## src/rtl/core_pkg.sv

```systemverilog
// Shared core constants: register file geometry, writeback-select encoding
// and the default load/store latency.
package core_pkg;
  localparam int NREG = 32;
  localparam int REG_W = 5;
  localparam logic WB_SEL_ALU = 1'b0;
  localparam logic WB_SEL_LSU = 1'b1;
  localparam int LSU_LAT_DEFAULT = 3;
endpackage

```

## src/rtl/lsu_tracker.sv

```systemverilog
// Occupancy and completion tracking for the multi-cycle load/store unit.
// Reports when the unit is idle and when its writeback lands next cycle.
module lsu_tracker
  import core_pkg::*;
#(
  parameter int LSU_LAT = LSU_LAT_DEFAULT
) (
  input  logic             clk,
  input  logic             rst,
  input  logic             issue,
  input  logic [REG_W-1:0] rd,
  input  logic             w,
  output logic             idle,
  output logic             done_next,
  output logic             pend_w,
  output logic             wb_valid,
  output logic [REG_W-1:0] wb_rd
);
  // The issue cycle counts as the first cycle of latency, so the counter is
  // loaded one short; writeback then lands exactly LSU_LAT cycles after issue.
  localparam logic [3:0] LOAD = 4'(LSU_LAT - 1);

  logic [3:0]       cnt;
  logic [REG_W-1:0] lsu_rd;
  logic             lsu_w;
  logic             done_q;

  always_ff @(posedge clk or posedge rst) begin
    if (rst) begin
      cnt    <= '0;
      lsu_rd <= '0;
      lsu_w  <= 1'b0;
      done_q <= 1'b0;
    end else begin
      done_q <= done_next;
      if (issue) begin
        cnt    <= LOAD;
        lsu_rd <= rd;
        lsu_w  <= w;
      end else if (cnt != 4'd0) begin
        cnt <= cnt - 4'd1;
      end
    end
  end

  assign idle      = (cnt == 4'd0);
  assign done_next = (cnt == 4'd1);
  assign pend_w    = lsu_w;
  assign wb_valid  = done_q & lsu_w;
  assign wb_rd     = wb_valid ? lsu_rd : '0;
endmodule

```

## src/rtl/issue_scoreboard.sv

```systemverilog
// In-order issue controller: register scoreboard, ALU/LSU routing and
// arbitration of the single architectural register write port.
module issue_scoreboard
  import core_pkg::*;
#(
  parameter int LSU_LAT = LSU_LAT_DEFAULT,
  parameter int NREG    = core_pkg::NREG
) (
  input  logic             clk,
  input  logic             rst,
  input  logic             dec_valid,
  output logic             dec_ready,
  input  logic [REG_W-1:0] dec_rs1,
  input  logic [REG_W-1:0] dec_rs2,
  input  logic [REG_W-1:0] dec_rd,
  input  logic             dec_uses_rs2,
  input  logic             dec_regwrite,
  input  logic             dec_is_mem,
  output logic             alu_issue,
  output logic             lsu_issue,
  output logic             wb_valid,
  output logic [REG_W-1:0] wb_rd,
  output logic             wb_sel,
  output logic [NREG-1:0]  busy_vec,
  output logic [15:0]      stall_cnt
);
  logic [NREG-1:0]  busy, busy_next, set_mask, clr_mask;
  logic             started;
  logic             alu_v, alu_w, alu_wb;
  logic [REG_W-1:0] alu_rd;
  logic             lsu_idle, lsu_done_next, lsu_pend_w, lsu_wb_valid;
  logic [REG_W-1:0] lsu_wb_rd;
  logic             raw_ok, waw_ok, unit_ok;

  lsu_tracker #(.LSU_LAT(LSU_LAT)) u_lsu (
    .clk       (clk),
    .rst       (rst),
    .issue     (lsu_issue),
    .rd        (dec_rd),
    .w         (dec_regwrite),
    .idle      (lsu_idle),
    .done_next (lsu_done_next),
    .pend_w    (lsu_pend_w),
    .wb_valid  (lsu_wb_valid),
    .wb_rd     (lsu_wb_rd)
  );

  // Only registered busy bits are consulted; a bit clearing this cycle still blocks.
  assign raw_ok  = ~busy[dec_rs1] & ~(dec_uses_rs2 & busy[dec_rs2]);
  assign waw_ok  = ~(dec_regwrite & busy[dec_rd]);
  assign unit_ok = dec_is_mem ? lsu_idle
                              : ~(dec_regwrite & lsu_done_next & lsu_pend_w);

  assign dec_ready = started & dec_valid & raw_ok & waw_ok & unit_ok;
  assign alu_issue = dec_ready & ~dec_is_mem;
  assign lsu_issue = dec_ready & dec_is_mem;

  // The LSU wins the write port; the issue rule keeps the ALU off its cycle.
  assign alu_wb   = alu_v & alu_w & (alu_rd != '0);
  assign wb_valid = alu_wb | lsu_wb_valid;
  assign wb_sel   = lsu_wb_valid ? WB_SEL_LSU : WB_SEL_ALU;
  assign wb_rd    = lsu_wb_valid ? lsu_wb_rd : (alu_wb ? alu_rd : '0);
  assign busy_vec = busy;

  always_comb begin
    set_mask = '0;
    clr_mask = '0;
    if (wb_valid) clr_mask[wb_rd] = 1'b1;
    if (dec_ready && dec_regwrite && dec_rd != '0) set_mask[dec_rd] = 1'b1;
    busy_next    = (busy & ~clr_mask) | set_mask;
    busy_next[0] = 1'b0;
  end

  always_ff @(posedge clk or posedge rst) begin
    if (rst) begin
      busy      <= '0;
      started   <= 1'b0;
      alu_v     <= 1'b0;
      alu_w     <= 1'b0;
      alu_rd    <= '0;
      stall_cnt <= '0;
    end else begin
      busy    <= busy_next;
      started <= 1'b1;
      alu_v   <= alu_issue;
      alu_w   <= alu_issue & dec_regwrite;
      alu_rd  <= alu_issue ? dec_rd : '0;
      if (dec_valid && !dec_ready && stall_cnt != 16'hFFFF)
        stall_cnt <= stall_cnt + 16'd1;
    end
  end

  a_no_set_clr_same_bit: assert property (@(posedge clk) disable iff (rst)
    ~|(set_mask & clr_mask));
endmodule
```

## config.mk

```make
export PLATFORM = sky130hd
export DESIGN_NAME = issue_scoreboard
export DESIGN_NICKNAME = d
export VERILOG_FILES = /design/src/rtl/core_pkg.sv /design/src/rtl/lsu_tracker.sv /design/src/rtl/issue_scoreboard.sv
export SDC_FILE = /design/constraint.sdc
export NUM_CORES = 1
export LEC_CHECK = 0
export CAP_MARGIN = 15
export CELL_PAD_IN_SITES_DETAIL_PLACEMENT = 1
export CELL_PAD_IN_SITES_GLOBAL_PLACEMENT = 2
export CORE_ASPECT_RATIO = 0.5
export CORE_UTILIZATION = 33
export CTS_CLUSTER_SIZE = 10
export DETAILED_ROUTE_END_ITERATION = 12
export HOLD_SLACK_MARGIN = 0.15
export PLACE_DENSITY = 0.81
export SLEW_MARGIN = 20
export SYNTH_ARGS = -nofsm -noshare
export SYNTH_HDL_FRONTEND = slang
export SYNTH_SLANG_ARGS = --single-unit
export TNS_END_PERCENT = 100
```

## constraint.sdc

```tcl
create_clock -name clk -period 3.5 [get_ports clk]
set_input_delay 0.525 -clock clk [delete_from_list [all_inputs] [get_ports clk]]
set_output_delay 0.525 -clock clk [all_outputs]
set_load 0.005 [all_outputs]
```

Word level (Yosys, flattened, before mapping)
Cells that the tools add are included.

Output and inout port bits: 58. Flip-flop bits (word level): 66. Input port bits: 21.

$add $sub $neg: 2. Bitwise operators: 24. Order comparisons: 6. Eq/ne operators: 2. Muxes and demuxes: 19. Reductions and logical operators: 12.

Operators with widths (number): 2-to-1 mux 32 bit (2); AND 32 bit (1); NOT 32 bit (1); OR 32 bit (1); < comparator 5 x 6 -> 1 bit, second input constant (4); adder 16 x 1 -> 16 bit, second input constant (1); != test 16 bit, second input constant (1); AND 1 bit (15); binary-select mux 1 bit (select 5 bit) (3); 2-to-1 mux 5 bit (3); demux 1 bit (select 5 bit) (2); >= comparator 5 x 1 -> 1 bit, second input constant (2); nonzero test 5 bit (2); 2-to-1 mux 4 bit (2); 2-to-1 mux 1 bit (7); logical AND 1 bit (6); NOT 1 bit (5); equality test 4 x 1 -> 1 bit, second input constant (1); zero test 4 bit (1); nonzero test 4 bit (1); subtractor 4 x 1 -> 4 bit, second input constant (1); nonzero test 2 bit (1); zero test 1 bit (1); OR 1 bit (1).

Longest topological paths before layout
Depth after elaboration: 12. Gate-level depth with buffers: 10. Gate-level depth less buffers: 9.

By module
From an unflattened synthesis, not the netlist that was laid out.

Cell total of the unflattened synthesis: 358. Area, all modules: 3831.2 sq um.

By module, submodules not included: issue_scoreboard (sequential area each 1376.3 sq um, area each 3294.4 sq um, cells each 313, times used 1); lsu_tracker (sequential area each 275.3 sq um, area each 536.8 sq um, cells each 45, times used 1).

Worst setup path after synthesis
OpenSTA, ideal clock, no wires.

Path kind: input to output. Start point: input dec_rd[1]. End point: output alu_issue. Stages: 8. Buffers on the path: 2. Data required time: 2975 ps. Data arrival time: 2615 ps. Setup slack: 360 ps. Path through: buf_2 -> clkbuf_1 -> mux2i_1 -> nor3_1 -> nor4_1 -> o21ai_1 -> a2111oi_4 -> nor2b_1.

Cells in the longest elaborated chain, start to end: 7.

RTL lines: start: declaration (line issue_scoreboard.sv:15) `input logic [REG_W-1:0] dec_rd,`; binary-select mux 1 bit (select 5 bit) (line issue_scoreboard.sv:50) `assign waw_ok = ~(dec_regwrite & busy[dec_rd]);`; 2-to-1 mux 1 bit (not written as such) (line issue_scoreboard.sv:50); AND 1 bit (line issue_scoreboard.sv:50); NOT 1 bit (line issue_scoreboard.sv:50); AND 1 bit (2 in a row) (line issue_scoreboard.sv:54) `assign dec_ready = started & dec_valid & raw_ok & waw_ok & unit_ok;`; AND 1 bit (line issue_scoreboard.sv:55) `assign alu_issue = dec_ready & ~dec_is_mem;`; end: declaration (line issue_scoreboard.sv:19) `output logic alu_issue,`.

Every way passes these cells. The select of a mux whose other input is x is not followed.

Worst setup path after layout
Start point: input dec_rd[2]. End point: output dec_ready.

Cells in the longest elaborated chain, start to end: 6.

RTL lines: binary-select mux 1 bit (select 5 bit) (line issue_scoreboard.sv:50); 2-to-1 mux 1 bit (not written as such) (line issue_scoreboard.sv:50); AND 1 bit (line issue_scoreboard.sv:50); NOT 1 bit (line issue_scoreboard.sv:50); AND 1 bit (2 in a row) (line issue_scoreboard.sv:54); end: declaration (line issue_scoreboard.sv:12) `output logic dec_ready,`.

Every way passes these cells. The select of a mux whose other input is x is not followed.

==> results.json <==
{
  "cpPeakStageDelay_ns": 0.53,
  "finalPower_mw": 2.47,
  "grt_overflow": 0,
  "r2r-end": "busy_vec[24]$_DFF_PP0_",
  "rsz0062_at_grt": "true",
  "grt_pass1_vias": 4047,
  "n_antenna_cell": 0,
  "ys_top_cells_by_area": "dfrtp_1, mux4_2, o31ai_1",
  "period_minus_slack_ns": 3.43,
  "ff2ff_path_depth": 9,
  "dieWidth_um": 155,
  "post_drt_wl_per_cell_um": 21.5,
  "fp.dieH_um": 78.6,
  "clockBufferDepth": 2,
  "route.detailed.drc": 0,
  "synth_area_mm2": 0.00387,
  "syn_to_final_growth_pct": 46.9,
  "grt_pass1_wl_um": 22800,
  "crit_path_start_kind": "primary input",
  "worstSetupPathType": "in -> out",
  "maxCapViolCount": 0,
  "viasPerCell": 5.63,
  "slew_viol_final": 0,
  "ant_nets": 0,
  "dp.cells": 645,
  "cts_root_buffer": "clkbuf_16",
  "initial_core_util_pct": 34.5,
  "vias": 3787,
  "p_int_mw": 1.81,
  "synth_flop_cell": "dfrtp_1",
  "critical_path.most_common_cell": "buf_4",
  "worstSetupStartpoint": "dec_rd[2]",
  "multi_input_area_mm2": 0.00213,
  "power_frac_seq_pct": 38.3,
  "status": "completed",
  "utilization_pct": 50.7,
  "worstHoldEndpoint": "stall_cnt[10]$_DFFE_PP0P_",
  "synth_sequential_area_ratio_pct": 42.6,
  "clock_sink_count": 66,
  "clock.fmax_ghz": 0.292,
  "leakagePower_nw": 2.40,
  "hp-start": "stall_cnt[10]$_DFFE_PP0P_",
  "wl_um": 14500,
  "pre_cts_ws_ns": -0.746,
  "yosysTopAreaCell": "dfrtp_1",
  "ff2ff_setup_slack_ns": 0.41,
  "synth_cells": 372,
  "ys_types": 48,
  "row_count": 27,
  "setup-violations-final": 0,
  "n_fill_cell": 1259,
  "holdWs_ns": 0.486,
  "dp_hpwl_um": 10300,
  "antenna_found_initial": 0,
  "power.density_mw_per_mm2": 435,
  "path_clk_slew_ns": 0.05,
  "path_cells": "clkdlybuf4s50_1 -> buf_4 -> or3b_2 -> o22ai_2 -> nor3_2 -> o21ai_2 -> a2111oi_4 -> buf_4 -> buf_4 -> buf_4 -> dlygate4sd2_1",
  "crit_required_ns": 2.97,
  "yosysWarnings": 0,
  "relSlewSlack_pct": 35.1,
  "worstSetupEndpointType": "primary output",
  "clock_latency_ns": 0.33,
  "cts_inserted_buffers": 9,
  "core_area_mm2": 0.0112,
  "p_comb_share_pct": 20.7,
  "tightest_slew_ns": 0.966,
  "seqCellArea_mm2": 0.00165,
  "tritoncts": "yes",
  "final_layout_size_suffix_gt1_share_pct": 27.0,
  "min_path_type": "reg -> reg",
  "crit_family": "buffers and inverters",
  "pwr-share-clk_pct": 40.9,
  "grt_max_degree": 35,
  "hold_viol_final": 0,
  "ys_seq_elements": 66,
  "drt-initial-drc-count": 220,
  "r2r_start": "busy_vec[21]$_DFF_PP0_",
  "place_congestion": 0.839,
  "synth_top_area_share_pct": 42.6,
  "final_nets": 533,
  "ctsHoldBuffers": 0,
  "crit_path_max_fanout": 9,
  "cp_num_buf_inv": 6,
  "synth_edf_count": 0,
  "finalClockSkew_ns": 0.00754,
  "syn_nets": 396,
  "cp.arrival_ns": 2.90,
  "stdcell_count": 673,
  "dr.pass1.iters": 5,
  "switchingPower_mw": 0.667,
  "slowest_stage": "or3b_2",
  "fin_crit_sh_pct": 98.0,
  "swShare_pct": 27.0,
  "yosys-top-cells-count": "dfrtp_1, o21ai_0, o31ai_1",
  "syn_avg_cell_area_um2": 10.4,
  "htree_levels": 3,
  "ios": 79,
  "setup_slack_ns": 0.0715,
  "portBuffers": 77,
  "hold_depth": 1,
  "async_reset_ff_share_pct": 100,
  "dieArea_mm2": 0.0122,
  "yosysMostFrequentCell": "dfrtp_1",
  "worst_ir_drop_vdd_v": 0.000256,
  "track_usage_pct": 25.2
}
==> logic make-up after synthesis <==
kind of cell,after synthesis,synth area share (%)
multiplexers,45,16.5
flip-flops,66,42.6
AO/OA/AOI/OAI,90,15.9
buffers and inverters,35,4.49
AND/OR/NAND/NOR,118,16.3
XOR/XNOR,13,2.94
adder cells (fa/ha/maj),3,0.969
other,2,0.194
==> worst max path at each step <==
stage | end | slack, ns | depth (start not counted)
finish | dec_ready | 0.07 | 11
detailed placement | alu_issue | -0.75 | 9
floorplan | alu_issue | 0.36 | 8
global placement | alu_issue | -0.70 | 9
CTS | dec_ready | 0.0008 | 12
global route | alu_issue | -0.05 | 11
==> cells in the final DEF (no fill, tap or decap), types with 7 or more instances in the layout <==
| master | count |
|---|---|
| dfrtp_1 | 66 |
| nor3_1 | 9 |
| inv_1 | 13 |
| dlygate4sd2_1 | 7 |
| clkbuf_16 | 9 |
| mux4_2 | 14 |
| o21ai_0 | 35 |
| nand2_1 | 24 |
| o31ai_1 | 28 |
| mux2i_1 | 18 |
| xor2_1 | 13 |
| and2_1 | 7 |
| nand3_1 | 18 |
| buf_4 | 65 |
| nor2_1 | 15 |
| mux2_2 | 12 |
| clkdlybuf4s50_1 | 64 |
==> cell type report <==
class	instances	share of cell area [%]
clock buffer	12	4.69
clock inverter	4	1.28
tap	159	3.50
inverter	14	0.924
sequential	66	29.0
timing repair buffer	147	23.1
multi-input combinational	271	37.5
==> registers in the layout (all words and copies together) (netlist names), 4 cells and up <==
signal	count
u_lsu.lsu_rd	5
stall_cnt	16
alu_rd	5
busy_vec	31
u_lsu.cnt	4
==> what timing repair did <==
action / 4_1_cts / 5_1_grt
setup buffers: 7 / 6
setup endpoints to repair: 9 / 4
resized for setup: 24 / 19
pin swaps: 5 / 9
endpoints found under the hold margin: 0 / 0
==> power groups by stage <==
stage	clock network (mW)	logic, mW	registers [mW]
after floorplan	0	0.248	0.932
after global placement	0	0.445	0.957
after detailed placement	0	0.457	0.958
after CTS	1.03	0.470	0.949
after global routing	1.06	0.569	0.964
final	1.01	0.512	0.948
==> worst reg2reg max path, cell delays in order (launching register included) <==
cell     delay [ns]
dfrtp_1        0.40
buf_4          0.16
mux4_2         0.46
a32oi_1        0.19
o22ai_1        0.10
o31a_1         0.36
buf_4          0.16
or4_1          0.58
buf_4          0.23
o31ai_1        0.34
==> metrics by stage <==
step	TNS [ns]	area, um^2
2_1_floorplan	0	3870
3_3_place_gp	-6.87	5170
3_5_place_dp	-9.06	5170
4_1_cts	0	5560
5_1_grt	-0.0588	5690
6_report	0	5690
==> routing by layer <==
metal  track usage [%]  part of all wire [%]
met5                 0                     0
met4              7.84                   2.0
met3              6.07                   8.6
met2              39.4                    45
met1              34.5                    44
No activity file was read; power rests on OpenSTA's default activity.
==> variant 1 (config.mk and constraints unchanged) <==
Register the output `stall_cnt` once more, without a reset; this adds one clock of latency there. The other outputs are not delayed to match.
--- a/src/rtl/issue_scoreboard.sv
+++ b/src/rtl/issue_scoreboard.sv
@@ -25,4 +25,6 @@
   output logic [15:0]      stall_cnt
 );
+
+  logic [15:0] stall_cnt_s0;
   logic [NREG-1:0]  busy, busy_next, set_mask, clr_mask;
   logic             started;
@@ -79,5 +81,5 @@
       alu_w     <= 1'b0;
       alu_rd    <= '0;
-      stall_cnt <= '0;
+      stall_cnt_s0 <= '0;
     end else begin
       busy    <= busy_next;
@@ -86,6 +88,6 @@
       alu_w   <= alu_issue & dec_regwrite;
       alu_rd  <= alu_issue ? dec_rd : '0;
-      if (dec_valid && !dec_ready && stall_cnt != 16'hFFFF)
-        stall_cnt <= stall_cnt + 16'd1;
+      if (dec_valid && !dec_ready && stall_cnt_s0 != 16'hFFFF)
+        stall_cnt_s0 <= stall_cnt_s0 + 16'd1;
     end
   end
@@ -93,3 +95,7 @@
   a_no_set_clr_same_bit: assert property (@(posedge clk) disable iff (rst)
     ~|(set_mask & clr_mask));
+  always_ff @(posedge clk) begin
+    stall_cnt <= stall_cnt_s0;
+  end
+
 endmodule
Function: changed (Yosys sat finds a counterexample within 4 cycles, from zero or initial values and one cycle with rst high).
==> variant 1 against the original RTL <==
- hold slack got worse by 0.062 ns
- critical path type unchanged
- non-clock buffer count fell by 23
- count of clock-buffer cells in the layout fell by 2
- total power rose by 9.6%
- largest cell class unchanged
- wire length fell by 8.5%
- global-route usage fell by 3.3 points
- design area rose by 1.8%
- setup slack improved by 0.056 ns
- sequential cell count rose by 16
- area after synthesis rose by 4.9%
==> variant 1: results (changes against the original RTL) <==
list of most frequent post-synthesis cells=sky130_fd_sc_hd__dfrtp_1, sky130_fd_sc_hd__o21ai_0, sky130_fd_sc_hd__mux2i_1; via count of the first global-routing pass=3690 (-8.8%); dpl cell area=5300 um2 (+2.5%); Final Skew=0.0105 ns (+0.00293 ns); All-Layer GR Usage=21.9% (-3.3 points); non-clock buffer contribution to total cell area=20.5% (-2.6 points); fraction of synthesis flops using an asynchronous set or reset pin=80.5% (-20 points); average cell area after synthesis=10.9 um2 (+4.9%); run status=finished, final reports clean; Final GP Congestion=0.833 (-0.68%); number of filler instances in the final layout=1295 (+2.9%); clock transition time at the flip-flop clock pins of the worst setup and hold paths=0.07 ns (+0.02 ns); relative area of clock buffers and inverters in the final design=5.64% (-0.32 points); met2 wire len=6.34 mm (-3.1%); Leakage=2.48 nW (+3.5%); Peak supply drop=0.273 mV (+6.3%); count of inverters not on the clock network in the layout=10 (-4); pre-CTS WS=-0.380 ns (+0.366 ns); Clock Buffer Count=10 (-2); sequential element share of the synthesized area=48.5% (+5.9 points); largest cells by area after synthesis=sky130_fd_sc_hd__dfrtp_1, sky130_fd_sc_hd__dfxtp_1, sky130_fd_sc_hd__o21ai_0; final-stage net count=516 (-3.2%); dpl hpwl=9.41 mm (-8.4%); Repair and plain buffers=124 (-16%); Post-CTS Setup Repair Bufs=6 (-1); Power per Cell Area=468 nW/um2 (+7.7%)
[variant 1: cell types whose count changed after synthesis, moves of 4 or more]
cell | unedited run | this run
sky130_fd_sc_hd__nand2_1 | 24 | 28
sky130_fd_sc_hd__dfxtp_1 | 0 | 16
sky130_fd_sc_hd__mux2_2 | 12 | 4
sky130_fd_sc_hd__inv_1 | 14 | 10
sky130_fd_sc_hd__nor2_1 | 15 | 9
sky130_fd_sc_hd__o31ai_1 | 28 | 1
sky130_fd_sc_hd__o22ai_1 | 5 | 9
sky130_fd_sc_hd__mux2_1 | 0 | 7
sky130_fd_sc_hd__mux2i_1 | 19 | 29
sky130_fd_sc_hd__nor2b_1 | 7 | 2
sky130_fd_sc_hd__nand3_1 | 19 | 11
sky130_fd_sc_hd__o21ai_0 | 35 | 64
[variant 1: worst paths after layout]
path,endpoint,slack (ns),cells after the start
min,stall_cnt[5],0.42,0
min in group asynchronous,stall_cnt_s0[13],0.75,3
max reg2reg,busy_vec[25],0.58,8
max,lsu_issue,0.13,11
max in group asynchronous,alu_rd[3],2.15,3
min reg2reg,stall_cnt[5],0.42,0
[variant 1: routing by layer]
layer  vias to the layer above  track usage [%]
li1                       1618                -
met1                      1765             28.6
met2                        92             36.8
met3                        13             4.86
met4                         0             6.15
met5                         -                0
[variant 1: cells by family after synthesis]
group	after synthesis	share of synthesized area, %
other	2	0.185
AND/OR/NAND/NOR	107	15.5
AO/OA/AOI/OAI	88	12.4
XOR/XNOR	13	2.80
flip-flops	82	48.5
buffers and inverters	25	2.83
adder cells (fa/ha/maj)	3	0.924
multiplexers	52	16.8
[variant 1: report_power, final]
part           switching, W  internal, W  total, W  leakage [nW]
clock              0.000420     0.000610   0.00103         0.161
combinational      0.000229     0.000259  0.000488          1.46
sequential         0.000112      0.00108   0.00119         0.860
==> variant 2 (same settings) <==
Made on the original files. The package constant `REG_W` goes from 5 to 7.
--- a/src/rtl/core_pkg.sv
+++ b/src/rtl/core_pkg.sv
@@ -3,5 +3,5 @@
 package core_pkg;
   localparam int NREG = 32;
-  localparam int REG_W = 5;
+  localparam int REG_W = 7;
   localparam logic WB_SEL_ALU = 1'b0;
   localparam logic WB_SEL_LSU = 1'b1;
Interface: changed (resized dec_rd, dec_rs1, dec_rs2 and wb_rd); port bits go from 79 to 87. The function was not compared with the original's and may differ.
==> variant 2 against the original RTL <==
- sequential cell count increased by 4
- wire length decreased by 9.6%
- clock power decreased by 17%
- area after synthesis increased by 2.7%
- setup slack improved by 0.079 ns
- total power decreased by 8.5%
- sequential share of layout area increased by 3.0 points
- design area decreased by 3.8%
- die area increased by 2.7%
==> variant 2: results (changes against the original RTL) <==
layout sequential cell count=70 (+6.1%); Hold Crit Endpoint=u_lsu.cnt[2]; Final Skew=0.00941 ns (+0.00186 ns); sequential element share of the synthesized area=44.0% (+1.4 points); Slew @ Worst Pin=0.658 ns (-0.308 ns); run status=finished, final reports clean; fraction of area in multi-input gates=38.4% (+0.93 points); share of the synthesized netlist area taken by xor and xnor gates=2.86% (-0.078 points); endpoint of the most critical register-to-register path=busy_vec[1]; post-synthesis net count=401 (+1.3%); input/output buffers=81 (+5.2%); routed length on met3=818 um (-34%); relative area of clock buffers and inverters in the final design=4.92% (-1.0 points); share of the synthesized area in compound gates (AO/OA/AOI/OAI)=12.4% (-3.5 points); mux cell area share after synthesis=19.4% (+2.9 points); Leakage=2.16 nW (-10%); Multi-input comb cells=272 (+0.37%); Gates resized, CTS repair=13 (-46%); Final GP Congestion=0.838 (-0.12%); Repair and plain buffers=121 (-18%); FF-to-FF path depth=12 (+3); list of most frequent post-synthesis cells=sky130_fd_sc_hd__dfrtp_1, sky130_fd_sc_hd__o21ai_0, sky130_fd_sc_hd__nand2_1; detailed-route via count=3535 (-6.7%); dpl cell area=5150 um2 (-0.41%); Clock Buffer Count=14 (+2); post-synthesis share of cell area spent on full adders, half adders and majority gates=0.944% (-0.026 points); sum of routed wire segments on met1=5.98 mm (-6.6%); Post-CTS Setup Repair Bufs=3 (-4); largest cells by area after synthesis=sky130_fd_sc_hd__dfrtp_1, sky130_fd_sc_hd__mux4_2, sky130_fd_sc_hd__o21ai_0; timing startpoint of the critical path=dec_rd[1]; share of layout cells above drive strength 1=21.2% (-5.8 points); Peak supply drop=0.304 mV (+19%); dpl hpwl=9.68 mm (-5.8%); register-to-register setup slack=0.28 ns (-0.13 ns); pin count of the biggest net entering global routing=30 (-14%); final wirelength=13.1 mm (-9.6%); vias per cell=5.48 (-2.6%)
variant 2: cell types whose count changed in the layout (fill, tap and decap cells not counted), moves of 10 or more:
cell | unedited run | this run
sky130_fd_sc_hd__buf_4 | 65 | 37
sky130_fd_sc_hd__xnor2_1 | 0 | 13
sky130_fd_sc_hd__o31ai_1 | 28 | 8
sky130_fd_sc_hd__xor2_1 | 13 | 0
sky130_fd_sc_hd__o21ai_1 | 0 | 18
sky130_fd_sc_hd__nand2_1 | 24 | 34
variant 2: power by group through the flow:
stage / Combinational (W) / Sequential (W) / Clock (W)
after detailed placement: 0.000449 / 0.000987 / 0
after floorplan: 0.000248 / 0.000971 / 0
after global routing: 0.000506 / 0.000986 / 0.000890
final: 0.000447 / 0.000973 / 0.000843
after CTS: 0.000452 / 0.000974 / 0.000860
after global placement: 0.000432 / 0.000984 / 0
variant 2: routing by layer:
metal | up-vias | track usage, %
li1 | 1596 | -
met1 | 1803 | 30.1
met2 | 118 | 36.3
met3 | 18 | 5.27
met4 | 0 | 6.60
met5 | - | 0
